$ cat src/rtl/fifo_pkg.sv
// fifo_pkg: shared constants and types for the async FIFO read side
package fifo_pkg;
  localparam int DATA_WIDTH = 8;
  typedef enum logic [1:0] {IDLE, ACTIVE, FLUSH} drain_state_e;
endpackage

$ cat src/rtl/fifo_rd_drain_skid_buf.sv
// rd_skid_buf: circular output buffer absorbing the FIFO read latency
module rd_skid_buf
  import fifo_pkg::*;
#(
  parameter int Data_Width = DATA_WIDTH,
  parameter int BUF_DEPTH  = 3
) (
  input  logic                           rd_clk,
  input  logic                           rd_rstn,
  input  logic                           push,
  input  logic [Data_Width-1:0]          din,
  input  logic                           pop,
  output logic [Data_Width-1:0]          dout,
  output logic [$clog2(BUF_DEPTH+1)-1:0] occ
);
  localparam int PW = $clog2(BUF_DEPTH);
  localparam int OW = $clog2(BUF_DEPTH + 1);
  logic [Data_Width-1:0] mem [BUF_DEPTH];
  logic [PW-1:0]         wr_ptr, rd_ptr;
  logic                  do_pop;
  assign do_pop = pop && (occ != '0);
  assign dout   = mem[rd_ptr];
  // pointers wrap at BUF_DEPTH, which need not be a power of two
  always_ff @(posedge rd_clk) begin
    if (!rd_rstn) begin
      wr_ptr <= '0;
      rd_ptr <= '0;
      occ    <= '0;
      for (int i = 0; i < BUF_DEPTH; i++) mem[i] <= '0;
    end else begin
      if (push) begin
        mem[wr_ptr] <= din;
        wr_ptr      <= (wr_ptr == PW'(BUF_DEPTH - 1)) ? '0 : wr_ptr + 1'b1;
      end
      if (do_pop) rd_ptr <= (rd_ptr == PW'(BUF_DEPTH - 1)) ? '0 : rd_ptr + 1'b1;
      occ <= occ + OW'(push) - OW'(do_pop);
    end
  end
endmodule

$ cat src/rtl/fifo_rd_drain.sv
// fifo_rd_drain: drains the async FIFO read port into a valid/ready stream
module fifo_rd_drain
  import fifo_pkg::*;
#(
  parameter int Data_Width = DATA_WIDTH,
  parameter int BUF_DEPTH  = 3,
  parameter int CNT_W      = 16
) (
  input  logic                  rd_clk,
  input  logic                  rd_rstn,
  input  logic                  drain_en,
  input  logic                  empty,
  input  logic [Data_Width-1:0] data_out,
  output logic                  rd_en,
  output logic                  m_valid,
  output logic [Data_Width-1:0] m_data,
  input  logic                  m_ready,
  output logic                  busy,
  output logic [CNT_W-1:0]      words_drained
);
  localparam int OW = $clog2(BUF_DEPTH + 1);
  drain_state_e  state, state_nx;
  logic          inflight_q;
  logic          xfer;
  logic [OW-1:0] occ;
  rd_skid_buf #(.Data_Width(Data_Width), .BUF_DEPTH(BUF_DEPTH)) u_buf (
    .rd_clk  (rd_clk),
    .rd_rstn (rd_rstn),
    .push    (inflight_q),
    .din     (data_out),
    .pop     (xfer),
    .dout    (m_data),
    .occ     (occ)
  );
  assign m_valid = occ != '0;
  assign xfer    = m_valid && m_ready;
  assign busy    = state != IDLE;
  // in-flight word reserves its slot, so a full buffer never depends on m_ready
  assign rd_en   = rd_rstn && (state == ACTIVE) && !empty &&
                   (({1'b0, occ} + (OW+1)'(inflight_q)) < (OW+1)'(BUF_DEPTH));
  always_comb begin
    state_nx = (state == IDLE)   ? (drain_en ? ACTIVE : IDLE) :
               (state == ACTIVE) ? (drain_en ? ACTIVE : FLUSH) :
               drain_en          ? ACTIVE :
               (!inflight_q && occ == '0) ? IDLE : FLUSH;
  end
  always_ff @(posedge rd_clk) begin
    if (!rd_rstn) begin
      state         <= IDLE;
      inflight_q    <= 1'b0;
      words_drained <= '0;
    end else begin
      state      <= state_nx;
      inflight_q <= rd_en;
      if (xfer) words_drained <= words_drained + 1'b1;
    end
  end
endmodule

$ cat config.mk
export PLATFORM = sky130hd
export DESIGN_NAME = fifo_rd_drain
export DESIGN_NICKNAME = d
export VERILOG_FILES = /design/src/rtl/fifo_pkg.sv /design/src/rtl/fifo_rd_drain_skid_buf.sv /design/src/rtl/fifo_rd_drain.sv
export SDC_FILE = /design/constraint.sdc
export NUM_CORES = 1
export LEC_CHECK = 0
export BUFFER_PORTS_ARGS = -buffer_cell sky130_fd_sc_hd__buf_2
export CORE_MARGIN = 1
export CORE_UTILIZATION = 55
export CTS_CLUSTER_SIZE = 24
export DETAILED_ROUTE_END_ITERATION = 8
export PLACE_DENSITY_LB_ADDON = 0.08
export SLEW_MARGIN = 20
export SYNTH_ARGS = -nofsm -noshare
export SYNTH_HDL_FRONTEND = slang
export SYNTH_HIERARCHICAL = 1
export SYNTH_SLANG_ARGS = --single-unit
$ cat constraint.sdc
create_clock -name rd_clk -period 3.1 [get_ports rd_clk]
set_input_delay 0 -clock rd_clk [delete_from_list [all_inputs] [get_ports rd_clk]]
set_output_delay 0 -clock rd_clk [all_outputs]
set_load 0.05 [all_outputs]
# Yosys cells after proc, flatten, opt, wreduce, memory -nomap -nowiden
# Memories as Yosys holds them, arrays and structs flattened. A register that Yosys moved wholly into a read port is not among the register bits.
# Cells that the tools add are included.
[word_totals] reg_bits=25 ram_bits=24 input_bits=13 output_inout_bits=27 word_cells=47 mem_count=1
[mem_list] memory="u_buf.mem" depth=3 width=8 rd=1 rd_clocked_by_memory_dff=1 write_ports=3 line_no="fifo_rd_drain_skid_buf.sv:18" text="logic [Data_Width-1:0] mem [BUF_DEPTH];"
[op_classes] addsub=6 magnitude_cmp=1 eq_ne=3 n_mux=17 n_reduce_logical=13
[op_table] operator="$mux W2" count=10
[op_table] operator="$add A16 B1 Y16 const B" count=1
[op_table] operator="$mux W8" count=1
[op_table] operator="$reduce_or A8 Y1" count=1
[op_table] operator="$logic_and A1 B1 Y1" count=6
[op_table] operator="$mux W1" count=6
[op_table] operator="$add A2 B1 Y2 const B" count=2
[op_table] operator="$eq A2 B2 Y1 const B" count=2
[op_table] operator="$logic_not A2 Y1" count=2
[op_table] operator="$reduce_bool A2 Y1" count=2
[op_table] operator="$add A2 B1 Y3" count=1
[op_table] operator="$lt A3 B2 Y1 const B" count=1
[op_table] operator="$add A2 B1 Y2" count=1
[op_table] operator="$eq A2 B1 Y1 const B" count=1
[op_table] operator="$logic_not A1 Y1" count=2
[op_table] operator="$sub A2 B1 Y2" count=1

# Depth between registers and ports, before layout
[logic_depth] ltp_word=6 depth_mapped=7 depth_no_buf=7

# Hierarchy
# The synthesis kept the hierarchy.
[modules_own_cells] module="rd_skid_buf" instances=1 cells_per_inst=110 area_per_inst_um2=1705.4 seq_area_each_um2=1121.1
[modules_own_cells] module="fifo_rd_drain" instances=1 cells_per_inst=98 area_per_inst_um2=929.6 seq_area_each_um2=380.4

# Least setup slack after synthesis
# OpenSTA, ideal clock, no wires.
[synth_timing] kind="register to output" start="register u_buf.occ[0]" end="output port rd_en" t_arrival_ns=2.058 required_ns=3.100 path_slack_ns=1.042 path_stages_with_launch=4 path_buffers=0 path_cell_list="dfxtp_1 > ha_1 > ha_1 > a211oi_1"
[synth_via] elab_chain_cells=3
[synth_lines] element="start: declaration" line_no="fifo_rd_drain_skid_buf.sv:14" text="output logic [$clog2(BUF_DEPTH+1)-1:0] occ"
[synth_lines] element="start signal: assignment" line_no="fifo_rd_drain_skid_buf.sv:36" text="occ <= occ + OW'(push) - OW'(do_pop);"
[synth_lines] element="$add A2 B1 Y3" line_no="fifo_rd_drain.sv:40" text="(({1'b0, occ} + (OW+1)'(inflight_q)) < (OW+1)'(BUF_DEPTH));"
[synth_lines] element="$lt A3 B2 Y1" line_no="fifo_rd_drain.sv:40"
[synth_lines] element="$logic_and A1 B1 Y1" line_no="fifo_rd_drain.sv:39" text="assign rd_en = rd_rstn && (state == ACTIVE) && !empty &&"
[synth_lines] element="end: declaration" line_no="fifo_rd_drain.sv:14" text="output logic rd_en,"
# No other way between the ends.

# Worst setup path in the final report
[layout_timing] start="register inflight_q" end="output port rd_en"
[layout_via] elab_chain_cells=3
[layout_lines] element="start: declaration" line_no="fifo_rd_drain.sv:23" text="logic inflight_q;"
[layout_lines] element="start signal: assignment" line_no="fifo_rd_drain.sv:54" text="inflight_q <= rd_en;"
[layout_lines] element="$add A2 B1 Y3" line_no="fifo_rd_drain.sv:40"
[layout_lines] element="$lt A3 B2 Y1" line_no="fifo_rd_drain.sv:40"
[layout_lines] element="$logic_and A1 B1 Y1" line_no="fifo_rd_drain.sv:39"
# No other way between the ends.

==> impl_results.md <==
- Outcome: finished with violations
- Failing checks: DRC
- GRT Resource Usage Total: 20.8%
- Max Clk Rate: 556 MHz
- Initial antenna violation count: 0
- Postcts setup bufs: 0
- DRC violations left: 3
- CTS tree: yes
- Minimum clock period: 1.80 ns
- Post-synthesis sequential area ratio: 57.0%
- First-pass GRT wire length: 7900 um
- Clock root buffer: clkbuf_8
- CP max FO: 10
- Final wirelength: 4660 um
- Clock Path Buffers: 2
- First-iteration detailed-routing DRC count: 63
- Vias post-DR: 1689
- Die area: 5070 um2
- Final TNS setup: 0 ns
- Most numerous cell in the Yosys netlist: and2_1
- Max_cap viols: 0
- PortBufs: 39
- Critical path arrival: 1.80 ns
- VDD IR max: 319 uV
- Number of global-route vias before repair: 1716
- WS Path Type: reg2out
- Die Wd: 71.2 um
- Final hold viol count: 0
- Least-Margin Pin Slew: 0.752 ns
- Mapped Area: 2640 um2
- Dpl hpwl: 3020 um
- Via-per-instance ratio: 5.26
- Ys Warns: 6
- Syn nets: 225
- Top cells by area, synth: edfxtp_1, dfxtp_1, and2_1
- Power density cells: 497 nW/um2
- Final setup vio count: 0
- Largest net degree at the start of global routing: 38
- Syn Area/Cell: 12.7 um2
- Num CTS Buffers: 9
- Row cnt: 24
- Grt ovf: 0
- Top-area cell type share of the netlist area: 36.5%
- Fin. max-slew vios: 0
- N_diodes: 0
- GP Congestion: 0.735
- Pre-antenna DRT Iters: 6
- Crit path capture type: primary output
- Most common library cells after synthesis: and2_1, edfxtp_1, dfxtp_1
- Place WS: 1.43 ns
- FILL cells: 327
- Worst-Skew Late Latency: 0.33 ns
- Core Box Area: 4470 um2
- Final Cycle Share: 58.0%
- Share of cells above drive strength 1: 29.0%
- CTS resizes: 0
- Overall Power: 1.57 mW
- Initial Utilization: 58.9%
- Setup WS post-layout: 1.30 ns
- # clock sinks: 59
- DR WL/cell: 14.5 um
- Crit path required time: 3.10 ns
- Htree depth: 3
- Ys async rst share: 0%
- Post-synth cell types: 38
- Reg clk slew, reported paths: 0.06 ns
- Die H: 71.2 um
- Area leader, netlist: edfxtp_1
- Hold crit path type: in2reg
- P_leak: 1.30 nW
- Clock Skew: 0.00537 ns
- Fin nets: 281
- Synth Register Bits: 59
- Relative slew slack: 49.7%
- ANT nets after route: 0
- Primary FF master, synth: edfxtp_1
- Cells after Synth: 208
- Area Overhead vs Synth: 20.0%
- Number of synthesized flops with an enable pin: 32
- I/O Pins: 40
- Startpoint type of the worst setup path: register
- RSZ-0062 raised after global routing: no
## what timing repair did
action	in CTS	in global routing
hold endpoints to repair	31	0
setup endpoints to repair	0	0
hold buffers	10	0
## sequential cells by signal (all words and copies together), names as in the netlist, named ones only
register / flops
u_buf/occ: 2
u_buf/wr_ptr: 2
inflight_q: 1
state: 2
words_drained: 16
u_buf/rd_ptr: 2
u_buf/mem: 32
## layer usage
metal	routed length [um]	share of wire (%)	vias to the layer above	global-route usage [%]
li1	-	-	855	-
met1	2170	47	786	25.4
met2	2200	47	39	34.5
met3	187	4.0	9	5.49
met4	101	2.2	0	10.0
met5	0	0	-	0
## layout by cell type (no fill, tap or decap), types with 2 or more instances in the layout
cell type,synthesis,routed
nand4_1,3,3
nor2_1,5,5
edfxtp_1,32,32
clkbuf_8,0,12
dlygate4sd3_1,0,10
ha_1,4,4
mux2i_1,6,6
and2_1,36,36
a21boi_0,4,4
nand2_1,17,17
buf_4,2,2
a211oi_1,2,2
dfxtp_1,27,27
nor3_1,3,3
o21ai_0,4,4
buf_2,0,39
xnor2_1,4,4
or3_1,3,3
mux4_2,8,8
or2_2,2,2
nand3_1,5,5
nor4_2,3,3
nand2b_1,9,9
clkbuf_1,4,2
xor2_1,6,6
o21ai_2,2,2
a21boi_2,2,2
a21boi_1,2,2
## where the power goes
part	leakage [nW]	internal [mW]	switching, mW
Clock	0.0941	0.352	0.279
Combinational	0.668	0.0367	0.0578
Sequential	0.538	0.838	0.00708
Total	1.30	1.23	0.344
## per-stage QoR
| step | util (%) | hold slack (ns) | cells | cell area (um2) |
|---|---|---|---|---|
| 2_1_floorplan | - | 0.0757 | 208 | 2640 |
| 3_3_place_gp | 64.4 | 0.174 | 295 | 2880 |
| 3_5_place_dp | 64.4 | 0.180 | 295 | 2880 |
| 4_1_cts | 70.7 | 0.121 | 321 | 3160 |
| 5_1_grt | 70.7 | 0.156 | 321 | 3160 |
| 6_report | 70.7 | 0.130 | 321 | 3160 |
## path summary, 6_finish.rpt
check                                        from           endpoint  slack [ns]  cells after the start
worst min register to register  words_drained[15]  words_drained[15]        0.48                      2
worst min-delay path                      m_ready   words_drained[1]        0.13                      4
worst max-delay path                   inflight_q              rd_en        1.30                      4
worst max register to register       u_buf/occ[1]       u_buf/occ[0]        1.42                      6
## kinds of logic (layout without fill, tap and decap cells)
logic type	count (synthesis)	in the layout	synth area share (%)
compound gates	18	18	5.32
xor+xnor	10	10	3.32
fa+ha+maj	4	4	1.90
buf+inv	8	69	1.42
flops	59	59	57.0
mux	14	14	9.12
simple gates	95	95	21.9
## cell type report
type                       count  area (um2)  share of cell area (%)
clock buffer                  14         173                    5.46
inverter                       2        7.51                   0.237
clock inverter                 2        8.76                   0.277
tap                           52        65.1                    2.06
timing repair buffer          51         310                    9.81
multi-input combinational    141        1100                    34.7
sequential                    59        1500                    47.5
## worst max-delay path: stages (launching register included)
cell,delay [ns]
dfxtp_1,0.50
ha_1,0.20
ha_1,0.23
a211oi_1,0.23
buf_2,0.30
Power figures use the tool's default switching activity.
